==> src/rtl/skinny_sca_pkg.sv <==
// Shared definitions for the SKINNY side-channel-protected datapath.
// Holds the SubCells layer controller FSM encoding and the default sizes:
// the number of state bytes per layer and the ISW1 sbox8 latency.
package skinny_sca_pkg;

    localparam int SKINNY_NBYTES  = 16;
    localparam int SBOX8_ISW1_LAT = 8;

    typedef enum logic [2:0] {
        IDLE  = 3'd0,
        FETCH = 3'd1,
        EVAL  = 3'd2,
        CAPT  = 3'd3,
        DONE  = 3'd4
    } layer_state_e;

endpackage

==> src/rtl/skinny_sbox8_isw1_layer_ctrl.sv <==
// SubCells layer sequencer for a two-share SKINNY state.
// Drives one shared, non-pipelined masked sbox8 over every state byte,
// byte 0 first, writing each result back into the byte it came from.
//
// Ports:
//   clk, rst_n            clock (rising edge), async active-low reset
//   in_valid / in_ready   state handshake from the round controller
//   st1_i, st0_i          input state shares, byte k at [8k+7:8k]
//   rnd_valid / rnd_ready refresh-mask handshake with the PRNG
//   rnd_i                 8-bit refresh mask
//   out_valid / out_ready result handshake to the consumer
//   st1_o, st0_o          result state shares (straight from state regs)
//   busy                  high whenever the sequencer is not idle
//   sb_si1, sb_si0, sb_r  registered sbox inputs (shares + mask)
//   sb_bo1, sb_bo0        sbox output shares
module skinny_sbox8_isw1_layer_ctrl
    import skinny_sca_pkg::*;
#(
    parameter int NBYTES   = SKINNY_NBYTES,
    parameter int SBOX_LAT = SBOX8_ISW1_LAT
) (
    input  logic                clk,
    input  logic                rst_n,
    input  logic                in_valid,
    output logic                in_ready,
    input  logic [8*NBYTES-1:0] st1_i,
    input  logic [8*NBYTES-1:0] st0_i,
    input  logic                rnd_valid,
    output logic                rnd_ready,
    input  logic [7:0]          rnd_i,
    output logic                out_valid,
    input  logic                out_ready,
    output logic [8*NBYTES-1:0] st1_o,
    output logic [8*NBYTES-1:0] st0_o,
    output logic                busy,
    output logic [7:0]          sb_si1,
    output logic [7:0]          sb_si0,
    output logic [7:0]          sb_r,
    input  logic [7:0]          sb_bo1,
    input  logic [7:0]          sb_bo0
);

    localparam int IW = (NBYTES > 1) ? $clog2(NBYTES) : 1;
    localparam int CW = $clog2(SBOX_LAT) + 1;
    localparam logic [IW-1:0] IDX_LAST = IW'(NBYTES - 1);
    localparam logic [CW-1:0] CNT_LAST = CW'(SBOX_LAT - 1);

    layer_state_e        state;
    logic [IW-1:0]       idx;
    logic [CW-1:0]       cnt;
    logic [8*NBYTES-1:0] st1_q;
    logic [8*NBYTES-1:0] st0_q;

    assign in_ready  = (state == IDLE);
    assign busy      = (state != IDLE);
    assign out_valid = (state == DONE);
    // One mask per byte: the handshake only exists while fetching.
    assign rnd_ready = (state == FETCH) && rnd_valid;
    assign st1_o     = st1_q;
    assign st0_o     = st0_q;

    always_ff @(posedge clk or negedge rst_n) begin
        if (!rst_n) begin
            state  <= IDLE;
            idx    <= '0;
            cnt    <= '0;
            st1_q  <= '0;
            st0_q  <= '0;
            sb_si1 <= '0;
            sb_si0 <= '0;
            sb_r   <= '0;
        end else begin
            case (state)
                IDLE: begin
                    if (in_valid) begin
                        st1_q <= st1_i;
                        st0_q <= st0_i;
                        idx   <= '0;
                        state <= FETCH;
                    end
                end
                FETCH: begin
                    // Shares and mask move to the sbox on the same edge so the
                    // gadget never sees a new share with a stale mask.
                    if (rnd_valid) begin
                        sb_si1 <= st1_q[8*idx +: 8];
                        sb_si0 <= st0_q[8*idx +: 8];
                        sb_r   <= rnd_i;
                        cnt    <= '0;
                        state  <= EVAL;
                    end
                end
                EVAL: begin
                    cnt <= cnt + 1'b1;
                    if (cnt == CNT_LAST) begin
                        state <= CAPT;
                    end
                end
                CAPT: begin
                    st1_q[8*idx +: 8] <= sb_bo1;
                    st0_q[8*idx +: 8] <= sb_bo0;
                    if (idx == IDX_LAST) begin
                        state <= DONE;
                    end else begin
                        idx   <= idx + 1'b1;
                        state <= FETCH;
                    end
                end
                DONE: begin
                    if (out_ready) begin
                        st1_q  <= '0;
                        st0_q  <= '0;
                        sb_si1 <= '0;
                        sb_si0 <= '0;
                        sb_r   <= '0;
                        state  <= IDLE;
                    end
                end
                default: state <= IDLE;
            endcase
        end
    end

endmodule

==> config.mk <==
export PLATFORM = sky130hd
export DESIGN_NAME = skinny_sbox8_isw1_layer_ctrl
export DESIGN_NICKNAME = d
export VERILOG_FILES = /design/src/rtl/skinny_sca_pkg.sv /design/src/rtl/skinny_sbox8_isw1_layer_ctrl.sv
export SDC_FILE = /design/constraint.sdc
export NUM_CORES = 1
export LEC_CHECK = 0
export CORE_AREA = 10 10 216 218
export CTS_CLUSTER_DIAMETER = 30
export DETAILED_ROUTE_END_ITERATION = 8
export DIE_AREA = 0 0 226 228
export PLACE_DENSITY = 0.68
export SYNTH_ARGS = -nofsm -noshare
export SYNTH_HDL_FRONTEND = slang
export SYNTH_SLANG_ARGS = --single-unit
==> constraint.sdc <==
create_clock -name clk -period 3.2 [get_ports clk]
set_clock_uncertainty 0.1 [all_clocks]
set_input_delay 0.96 -clock clk [delete_from_list [all_inputs] [get_ports clk]]
set_output_delay 0.96 -clock clk [all_outputs]
set_load 0.03 [all_outputs]
Yosys cells after proc, flatten, opt, wreduce, memory -nomap -nowiden
Cells that the tools add are included.
- input port bits: 285
- output and inout port bits: 284
- logic and storage cells: 64
- register bits: 291
- equal/unequal tests: 11
- shift operators: 5
- add/subtract/negate cells: 3
- multiplexer cells: 25
- reductions and logical operators: 12
- operators with widths (kind ; number):
    one-hot mux 128 bit (3 select lines) ; 2
    two-way mux 128 bit ; 3
    bitwise mux 128 bit ; 2
    variable part select 128 x 8 -> 8 bit ; 2
    variable part select 8 x 34 -> 128 bit ; 2
    variable shift 8 x 34 -> 128 bit, first input constant ; 1
    one-hot mux 8 bit (2 select lines) ; 3
    negator 7 -> 34 bit ; 1
    two-way mux 8 bit ; 4
    one-hot mux 4 bit (2 select lines) ; 2
    two-way mux 3 bit ; 5
    one-hot mux 3 bit (5 select lines) ; 1
    two-way mux 4 bit ; 3
    AND reduction 3 bit ; 3
    adder 4 x 1 -> 4 bit, second input constant ; 2
    != test 2 bit, second input constant ; 4
    equality test 3 x 2 -> 1 bit, second input constant ; 2
    nonzero test 2 bit ; 3
    nonzero test 3 bit ; 2
    equality test 4 x 3 -> 1 bit, second input constant ; 1
    equality test 4 bit, second input constant ; 1
    AND reduction 4 bit ; 1
    equality test 3 x 1 -> 1 bit, second input constant ; 1
    equality test 3 bit, second input constant ; 1
    other kinds (4) ; 4

Depth between registers and ports, before layout
Gate-level depths: netlist (run 1).
- depth after elaboration: 4
- mapped depth: 14
- gate-level depth less buffers: 7

Worst setup path before layout (run 1)
Ideal clock, no wire load.
- path type: register to register
- from: register idx[1]
- to: register st0_q[43], in the netlist st0_o[43]
- arrival time: 3.276 ns
- period minus slack after synthesis: 3.503 ns
- stages on the path, launching flop included: 13
- library setup time: 0.127 ns
- setup slack: -0.303 ns
- required time: 2.973 ns
- cell sequence: dfrtp_1 buf_2 buf_2 clkbuf_1 clkbuf_1 nor3_1 ha_1 buf_1 o211ai_1 a21o_1 buf_2 a222oi_1 inv_1
- cells in the longest elaborated chain, start to end: 4
- elaborated cells between the ends (all ways): 5
- those cells by class: add/sub: 1; shift: 2; mux: 2
- ends and longest elaborated chain (item ; RTL line ; text):
    start: declaration ; skinny_sbox8_isw1_layer_ctrl.sv:49 ; logic [IW-1:0] idx;
    start signal: assignment ; skinny_sbox8_isw1_layer_ctrl.sv:105 ; idx <= idx + 1'b1;
    negator 7 -> 34 bit * ; skinny_sbox8_isw1_layer_ctrl.sv:101 ; st0_q[8*idx +: 8] <= sb_bo0;
    variable part select 8 x 34 -> 128 bit or variable shift 8 x 34 -> 128 bit (tied branches) ; skinny_sbox8_isw1_layer_ctrl.sv:101 ;
    bitwise mux 128 bit * ; skinny_sbox8_isw1_layer_ctrl.sv:101 ;
    one-hot mux 128 bit (3 select lines) * ; skinny_sbox8_isw1_layer_ctrl.sv:73 ; case (state)
    end signal: assignment ; skinny_sbox8_isw1_layer_ctrl.sv:77 ; st0_q <= st0_i;
    end signal: indexed assignment ; skinny_sbox8_isw1_layer_ctrl.sv:101 ;
    end: declaration ; skinny_sbox8_isw1_layer_ctrl.sv:52 ; logic [8*NBYTES-1:0] st0_q;
Mark *: on every way between the ends. The rest lies on a longest branch, timed or not.
A chain may end at the register's enable or synchronous reset.

Worst setup path in the final report (run 1)
- from: register state[0]
- to: output in_ready
- cells in the longest elaborated chain, start to end: 1
- ends and longest elaborated chain (item ; RTL line ; text):
    start: declaration ; skinny_sbox8_isw1_layer_ctrl.sv:48 ; layer_state_e state;
    start signal: assignment ; skinny_sbox8_isw1_layer_ctrl.sv:64 ; state <= IDLE;
    start signal: assignment ; skinny_sbox8_isw1_layer_ctrl.sv:79 ; state <= FETCH;
    start signal: assignment ; skinny_sbox8_isw1_layer_ctrl.sv:90 ; state <= EVAL;
    zero test 3 bit ; skinny_sbox8_isw1_layer_ctrl.sv:54 ; assign in_ready = (state == IDLE);
    end: declaration ; skinny_sbox8_isw1_layer_ctrl.sv:25 ; output logic in_ready,
Every way passes these cells.

==> flow_summary.json, run 1 <==
{
  "status": "completed",
  "detail_route.iter0.violations": 2267,
  "rows": 76,
  "dpl_cell_area_um2": 22140,
  "post_synth.cell_area_avg_um2": 10.64,
  "maxCapViolCount": 0,
  "rsz0062_at_grt": "false",
  "worst_pin_slew_ns": 1.299,
  "relSlewSlack_pct": 13.11,
  "ant_nets": 0,
  "dp_hpwl_um": 62410,
  "clockBufferDepth": 3,
  "dieArea_um2": 51530,
  "vias": 17050,
  "cts_setup_buffers": 0,
  "r2r-end": "st0_o[32]",
  "fin_nets": 2320,
  "drc": 0,
  "syn_inst": 1440,
  "seqCellArea_um2": 7291,
  "r2r_setup_slack_ns": 0.09,
  "synth_warnings": 0,
  "fin_setup_tns_ns": 0,
  "synth_edf_count": 0,
  "die_h_um": 228,
  "hold_buffers": 0,
  "cp_max_fo": 7,
  "final_cell_mix": "clkdlybuf4s50_1, dfrtp_1, nand2_1",
  "critPathCaptureType": "output pin",
  "cts_tree": "done",
  "reg2reg_depth": 7,
  "power_density_nw_per_um2": 1238,
  "setup_ws_ns": 0.06255,
  "htree_levels": 3,
  "hold_class": "primary input to async pin",
  "grt_pass1_vias": 17550,
  "synth_async_sr_flop_share_pct": 100.0,
  "ios": 569,
  "syn_nets": 1732,
  "grt_antenna_before_repair": 17,
  "power_leakage_uw": 0.01032,
  "finalHoldViolCount": 0,
  "synth_flop_cell": "dfrtp_1",
  "pre_cts_slack_ns": -0.03962,
  "layout.cells.non_filler": 2647,
  "globalplace.congestion": 0.9465,
  "setup_viol": 0,
  "core_um2": 42510,
  "cp.arrival_ns": 2.08,
  "cp-start-kind": "flip-flop",
  "netlist-cell-type-count": 60,
  "firstDrtPassIters": 8,
  "ys_seq_area_share_pct": 47.52,
  "wl_um": 85770,
  "clock_latency_ns": 0.59,
  "grt_pass1_wl_um": 123100,
  "min_period_over_period_pct": 98.05,
  "fillerInstances": 3531,
  "start_util_pct": 36.05,
  "path_class": "flip-flop to output pin",
  "design_area_um2": 24780,
  "ir_worst_vdd_mv": 0.6593,
  "cp.required_ns": 2.14,
  "cts_buffers": 75,
  "ys_ff_latch": 291,
  "via_per_inst": 6.440,
  "die_w_um": 226,
  "routedWlPerCell_um": 32.40,
  "layout_commonest_cell": "clkdlybuf4s50_1",
  "synthToLayoutAreaGrowth_pct": 61.70,
  "path_clk_slew_ns": 0.05,
  "syn-cell-area_um2": 15320,
  "grt_max_degree": 76,
  "finalMaxSlewViolations": 0,
  "track_usage_pct": 32.04,
  "place_inst": 2497,
  "fmax_ghz": 0.3187,
  "r2r-start": "idx[0]",
  "port_buffers": 568,
  "drive_gt1_share_pct": 15.75,
  "min_period_ns": 3.137,
  "multiInputGateArea_um2": 7396,
  "clkSinkCount": 291,
  "cts-root-buf": "clkbuf_16",
  "grt-ovfl-total": 0
}
## through the flow
stage,hold slack [ns],utilization (%),total power (µW)
2_1_floorplan,0.3438,-,15320
3_3_place_gp,0.3628,52.09,22400
3_5_place_dp,0.3814,52.09,22680
4_1_cts,0.2754,58.21,30520
5_1_grt,0.2937,58.29,31730
6_report,0.2596,58.30,30680
## synth_stat cells, types with 6 or more instances
cell       number  area, µm²
dfrtp_1       291       7282
nand2_1       242      908.4
a32oi_1       125       1095
clkbuf_1      101      379.1
o21ai_0        84      420.4
o2bb2ai_1      78      683.2
a22oi_1        65      488.0
mux4_2         53       1194
nor2_1         53      198.9
a221o_1        47      470.5
buf_2          38      190.2
a22o_1         29      254.0
mux2i_1        28      280.3
inv_1          22      82.58
o21ai_1        18      90.09
and3_1         16      100.1
a222oi_1       15      150.1
nor3_1         14      70.07
and2_1         13      81.33
a221oi_1       11      96.34
a21o_1         10      75.07
buf_1           9      33.78
ha_1            7      87.58
nand2b_1        7      43.79
o21ai_2         6      52.55
## layer usage
metal  vias to the layer above  share of wire, %  track usage (%)  routed length [µm]
li1                       6840                 -                -                   -
met1                      8498                36            37.49               30470
met2                      1400                47            51.15               40380
met3                       299                12            9.918                9940
met4                        10               5.7            18.26                4921
met5                         -             0.073                0                  63
## worst max path at each step
stage	depth (start not counted)	slack (ns)	startpoint	to
final	3	0.06	state[0]	in_ready
after global routing	2	0.04	state[0]	busy
after global placement	7	0.03	in_valid	st1_o[71]
after floorplan	14	0.01	idx[0]	st1_o[65]
after CTS	3	0.05	state[0]	in_ready
after detailed placement	7	-0.04	in_valid	st1_o[17]
## flip-flops by register name (all words and copies together) (netlist names)
signal  flops
st0_o     128
st1_o     128
sb_r        8
sb_si0      8
sb_si1      8
cnt         4
idx         4
state       3
## report_power, final
| part | total [µW] | switching, µW | internal [µW] |
|---|---|---|---|
| Combinational | 15900 | 9580 | 6350 |
| Sequential | 7000 | 1650 | 5350 |
| Clock | 7740 | 2400 | 5350 |
| Total | 30700 | 13600 | 17100 |
## layout make-up
class / instances / area share, %
multi-input combinational: 970 / 29.85
tap: 546 / 2.757
timing repair buffer: 667 / 27.00
antenna: 12 / 0.1212
sequential: 291 / 29.42
inverter: 23 / 0.3635
clock inverter: 35 / 1.757
clock buffer: 103 / 8.730
## cells by family after synthesis
| kind of cell | Yosys count | synth area share (%) |
|---|---|---|
| muxes | 86 | 9.985 |
| AOI/OAI and AO/OA | 501 | 25.95 |
| and+or+nand+nor | 372 | 10.68 |
| xor gates and xnor gates | 4 | 0.2777 |
| DFF | 291 | 47.52 |
| adders and majority gates | 7 | 0.5715 |
| buffers and inverters | 179 | 5.021 |
## worst max-delay path, stage by stage, from the launching register on
cell           delay, ns
dfrtp_1             0.37
or3_1               0.46
clkinvlp_4          0.23
dlygate4sd2_1       0.44
## what timing repair did
| action | in CTS | in global routing |
|---|---|---|
| gates resized for setup | 3 | 1 |
| hold endpoints to repair | 0 | 0 |
| setup endpoints to repair | 2 | 1 |
No activity file was read; power rests on OpenSTA's default activity.
==> run 2, diff against run 1 <==
--- a/config.mk
+++ b/config.mk
@@ -10,6 +10,7 @@
 export DETAILED_ROUTE_END_ITERATION = 8
 export DIE_AREA = 0 0 226 228
 export PLACE_DENSITY = 0.68
+export SLEW_MARGIN = 20
 export SYNTH_ARGS = -nofsm -noshare
 export SYNTH_HDL_FRONTEND = slang
 export SYNTH_SLANG_ARGS = --single-unit
==> flow_summary.json, run 2 (synthesized netlist as in run 1, its figures left out) <==
{
  "clock_latency_ns": 0.59,
  "path_class": "flip-flop to output pin",
  "fillerInstances": 3531,
  "cts.repair.resized": 3,
  "cts_setup_buffers": 0,
  "critPathCaptureType": "output pin",
  "r2r-start": "idx[0]",
  "clkSinkCount": 291,
  "cts_tree": "done",
  "cts_buffers": 75,
  "ant_nets": 0,
  "port_buffers": 568,
  "htree_levels": 3,
  "detail_route.iter0.violations": 2305,
  "maxCapViolCount": 0,
  "firstDrtPassIters": 6,
  "fin_util_pct": 58.30,
  "rsz0062_at_grt": "false",
  "r2r-end": "st0_o[32]",
  "grt_max_degree": 76,
  "wl_um": 85730,
  "track_usage_pct": 32.04,
  "start_util_pct": 36.05,
  "die_h_um": 228,
  "routedWlPerCell_um": 32.39,
  "relSlewSlack_pct": 23.32,
  "grt_pass1_vias": 17550,
  "path_clk_slew_ns": 0.05,
  "cp_max_fo": 7,
  "drive_gt1_share_pct": 15.80,
  "min_period_ns": 3.133,
  "layout_commonest_cell": "clkdlybuf4s50_1",
  "p_total_uw": 30680,
  "power_density_nw_per_um2": 1238,
  "worst_pin_slew_ns": 1.150,
  "rows": 76,
  "grt-ovfl-total": 0,
  "fmax_ghz": 0.3192,
  "globalplace.congestion": 0.9465,
  "cts-root-buf": "clkbuf_16",
  "ir_worst_vdd_mv": 0.6594,
  "synthToLayoutAreaGrowth_pct": 61.72,
  "min_period_over_period_pct": 97.91,
  "power_leakage_uw": 0.01032,
  "vias": 17020,
  "final_cell_mix": "clkdlybuf4s50_1, dfrtp_1, nand2_1",
  "r2r_setup_slack_ns": 0.15,
  "dieArea_um2": 51530,
  "clockBufferDepth": 3,
  "drc": 0,
  "hold_class": "primary input to async pin",
  "grt_antenna_before_repair": 17,
  "cp.arrival_ns": 2.07,
  "reg2reg_depth": 7,
  "hold_buffers": 0,
  "seqCellArea_um2": 7291,
  "dp_hpwl_um": 62410,
  "layout.cells.non_filler": 2647,
  "finalMaxSlewViolations": 0,
  "status": "completed",
  "cp-start-kind": "flip-flop",
  "ios": 569,
  "multiInputGateArea_um2": 7398,
  "cp.required_ns": 2.14,
  "via_per_inst": 6.431,
  "finalHoldViolCount": 0,
  "grt_pass1_wl_um": 123100,
  "die_w_um": 226,
  "core_um2": 42510,
  "setup_viol": 0,
  "fin_nets": 2320,
  "place_inst": 2497
}
[run 2: changes by cell type in the layout (fill, tap and decap cells not counted)]
cell	delta
nor2_1	-1
nor2_2	+1
[run 2: worst max-delay path by stage]
stage | startpoint | depth (start not counted) | slack, ns | to
after CTS | state[0] | 3 | 0.05 | in_ready
after global routing | state[0] | 2 | 0.04 | busy
final | state[0] | 3 | 0.07 | in_ready
after floorplan | idx[0] | 14 | 0.01 | st1_o[65]
after global placement | in_valid | 7 | 0.03 | st1_o[71]
after detailed placement | in_valid | 7 | -0.04 | st1_o[17]
[run 2: report_power, final]
part	internal, µW	switching (µW)	leakage, µW
registers	5350	1650	0.00367
clock network	5350	2400	0.00126
logic	6350	9580	0.00539
total	17100	13600	0.0103
[run 2: area by class of cell]
cell class,instances,area share (%)
flip-flops and latches,291,29.42
diodes,12,0.1212
clock buffers,103,8.729
clock inverters,35,1.757
repair buffers,667,27.00
well taps,546,2.757
multi-input cells,970,29.85
inverters,23,0.3635
[run 2: critical path, stage by stage (launching register included)]
cell           delay [ns]
dfrtp_1              0.37
or3_1                0.46
clkinvlp_4           0.23
dlygate4sd2_1        0.44
[run 2: per-stage QoR]
step                TNS, ns  hold slack, ns  setup slack (ns)  cell area [µm²]
finish                    0          0.2609           0.06691            24780
global route              0          0.2937           0.03560            24780
CTS                       0          0.2754           0.04678            24740
detailed placement  -0.4065          0.3814          -0.03962            22140
global placement          0          0.3628           0.03036            22140
floorplan                 0          0.3438           0.01101            15350
[run 2: layer usage]
layer	track usage [%]	vias up	wire (µm)
li1	-	6829	-
met1	37.49	8488	30480
met5	0	-	77
met4	18.26	12	4894
met2	51.15	1398	40320
met3	9.918	297	9953
==> run 3, diff against run 2 <==
--- a/config.mk
+++ b/config.mk
@@ -9,7 +9,7 @@
 export CTS_CLUSTER_DIAMETER = 30
 export DETAILED_ROUTE_END_ITERATION = 8
 export DIE_AREA = 0 0 226 228
-export PLACE_DENSITY = 0.68
+export PLACE_DENSITY = 0.7
 export SLEW_MARGIN = 20
 export SYNTH_ARGS = -nofsm -noshare
 export SYNTH_HDL_FRONTEND = slang
==> constraint.sdc (replaced) <==
create_clock -name clk -period 2.7 [get_ports clk]
set_clock_uncertainty 0.1 [all_clocks]
set_input_delay 0.81 -clock clk [delete_from_list [all_inputs] [get_ports clk]]
set_output_delay 0.81 -clock clk [all_outputs]
set_load 0.03 [all_outputs]
==> flow_summary.json, run 3 (synthesized netlist as in run 1, its figures left out) <==
{
  "status": "finished with violations",
  "violations": "setup timing",
  "path_clk_slew_ns": 0.05,
  "dp_hpwl_um": 64230,
  "busiest_layer": "met2",
  "grt_antenna_before_repair": 11,
  "cp_max_fo": 6,
  "min_period_ns": 2.739,
  "rows": 76,
  "synthToLayoutAreaGrowth_pct": 68.21,
  "min_period_over_period_pct": 101.4,
  "gr-usage-met3_pct": 8.827,
  "power_leakage_uw": 0.01089,
  "setup_ws_ns": -0.03855,
  "pwr-share-comb_pct": 51.8,
  "fmax_ghz": 0.3652,
  "clockBufferDepth": 3,
  "clockPowerShare_pct": 26.1,
  "power_density_nw_per_um2": 1482,
  "cpPeakStageDelay_ns": 0.42,
  "rsz0062_at_grt": "true",
  "via_per_inst": 6.389,
  "finalMaxSlewViolations": 0,
  "wl_um": 88410,
  "port_buffers": 568,
  "whs_ns": 0.07783,
  "start_util_pct": 36.05,
  "p_sw_uw": 16790,
  "critPathCaptureType": "output pin",
  "htree_levels": 3,
  "grt_max_degree": 74,
  "worst_pin_slew_ns": 0.7426,
  "hold_class": "primary input to async pin",
  "ir_worst_vdd_mv": 0.7683,
  "track_usage_pct": 32.96,
  "cp.required_ns": 1.79,
  "grt_pass1_vias": 17900,
  "cts_buffers": 79,
  "routedWlPerCell_um": 32.58,
  "reg2reg_depth": 8,
  "p_sw_share_pct": 43.95,
  "layout_commonest_cell": "clkdlybuf4s50_1",
  "layout.cells.non_filler": 2714,
  "clkSinkCount": 291,
  "cp-start-kind": "flip-flop",
  "globalplace.congestion": 0.9574,
  "die_w_um": 226,
  "final_cell_mix": "clkdlybuf4s50_1, dfrtp_1, nand2_1",
  "met1_usage_pct": 40.29,
  "fillerInstances": 3496,
  "finalHoldViolCount": 0,
  "drc": 0,
  "cp.arrival_ns": 1.83,
  "maxCapViolCount": 0,
  "hold_buffers": 0,
  "drive_gt1_share_pct": 19.43,
  "vias": 17340,
  "setup_viol": 3,
  "r2r-start": "idx[0]",
  "grt_pass1_wl_um": 126100,
  "cts-root-buf": "clkbuf_16",
  "detail_route.iter0.violations": 2461,
  "fin_util_pct": 60.64,
  "cp_cell_sequence": "buf_6, or3_4, clkinvlp_4, buf_12",
  "use_met2_pct": 52.70,
  "relSlewSlack_pct": 50.31,
  "core_um2": 42510,
  "path_class": "flip-flop to output pin",
  "ios": 569,
  "firstDrtPassIters": 8,
  "cp_slowest_cell": "dfrtp_2",
  "internal_power_uw": 21410,
  "place_inst": 2543,
  "cts_tree": "done",
  "fin_nets": 2383,
  "r2r-end": "st1_o[70]",
  "r2r_setup_slack_ns": 0.06,
  "fin_setup_tns_ns": -0.05594,
  "dieArea_um2": 51530,
  "ant_nets": 0,
  "seqPwrFrac_pct": 22.0,
  "clock_latency_ns": 0.60,
  "die_h_um": 228,
  "grt-ovfl-total": 0
}
run 3: cell types whose count changed in the layout (fill, tap and decap cells not counted), moves of 4 or more:
cell,before,now
buf_12,21,34
clkbuf_8,16,5
dlygate4sd2_1,2,13
dlymetal6s2s_1,0,4
buf_4,79,120
clkbuf_16,76,81
bufinv_16,8,14
buf_6,0,6
nor2_1,51,45
clkinv_2,10,19
clkdlybuf4s50_1,564,546
run 3: final cells by class:
| type | instances | area (µm²) | area share, % |
|---|---|---|---|
| diodes | 11 | 27.53 | 0.1068 |
| clock buffers | 94 | 2105 | 8.164 |
| clock inverters | 53 | 725.7 | 2.815 |
| inverters | 23 | 100.1 | 0.3883 |
| multi-input cells | 970 | 7498 | 29.09 |
| flip-flops and latches | 291 | 7292 | 28.29 |
| well taps | 546 | 683.2 | 2.650 |
| repair buffers | 726 | 7346 | 28.50 |
run 3: worst max-delay path by stage:
| stage | start | endpoint | slack, ns | cells after the start |
|---|---|---|---|---|
| after floorplan | idx[0] | st1_o[65] | -0.29 | 14 |
| after global placement | rnd_valid | sb_si1[6] | -0.66 | 8 |
| after detailed placement | rnd_valid | sb_si1[6] | -0.67 | 8 |
| after CTS | state[1] | rnd_ready | -0.10 | 5 |
| after global routing | state[2] | in_ready | -0.06 | 4 |
| final | state[2] | in_ready | -0.04 | 4 |
run 3: power by group through the flow:
| stage | Sequential, µW | Clock, µW | Combinational, µW |
|---|---|---|---|
| finish | 8420 | 9970 | 19800 |
| global route | 8560 | 10300 | 20700 |
| CTS | 8320 | 10000 | 19500 |
| detailed placement | 8330 | 0 | 19400 |
| global placement | 8290 | 0 | 19200 |
| floorplan | 11200 | 0 | 7220 |
run 3: layer usage:
| metal | up-vias | part of all wire, % | wire length (µm) |
|---|---|---|---|
| met5 | - | 0.020 | 18 |
| met4 | 2 | 5.0 | 4440 |
| met3 | 279 | 11 | 9948 |
| met2 | 1403 | 47 | 41410 |
| met1 | 8694 | 37 | 32590 |
| li1 | 6962 | - | - |
run 3: worst max-delay path, delay by kind of cell, from the launching register on:
kind	cells	cell delay (ns)
buffers and inverters	3	0.47
and+or+nand+nor	1	0.35
DFF	1	0.42
run 3: through the flow:
step / instance area (µm²) / setup WS [ns] / total power (µW)
5_1_grt: 25770 / -0.06208 / 39500
2_1_floorplan: 15570 / -0.2941 / 18440
3_5_place_dp: 22710 / -0.6678 / 27720
6_report: 25780 / -0.03855 / 38190
4_1_cts: 25600 / -0.1001 / 37860
3_3_place_gp: 22710 / -0.6611 / 27480
run 3: repair_timing:
action,CTS,global route
endpoints found under the setup margin,40,18
hold endpoints to repair,0,0
setup buffers,3,10
resized for setup,24,16
pin swaps,2,2
gates cloned,0,1
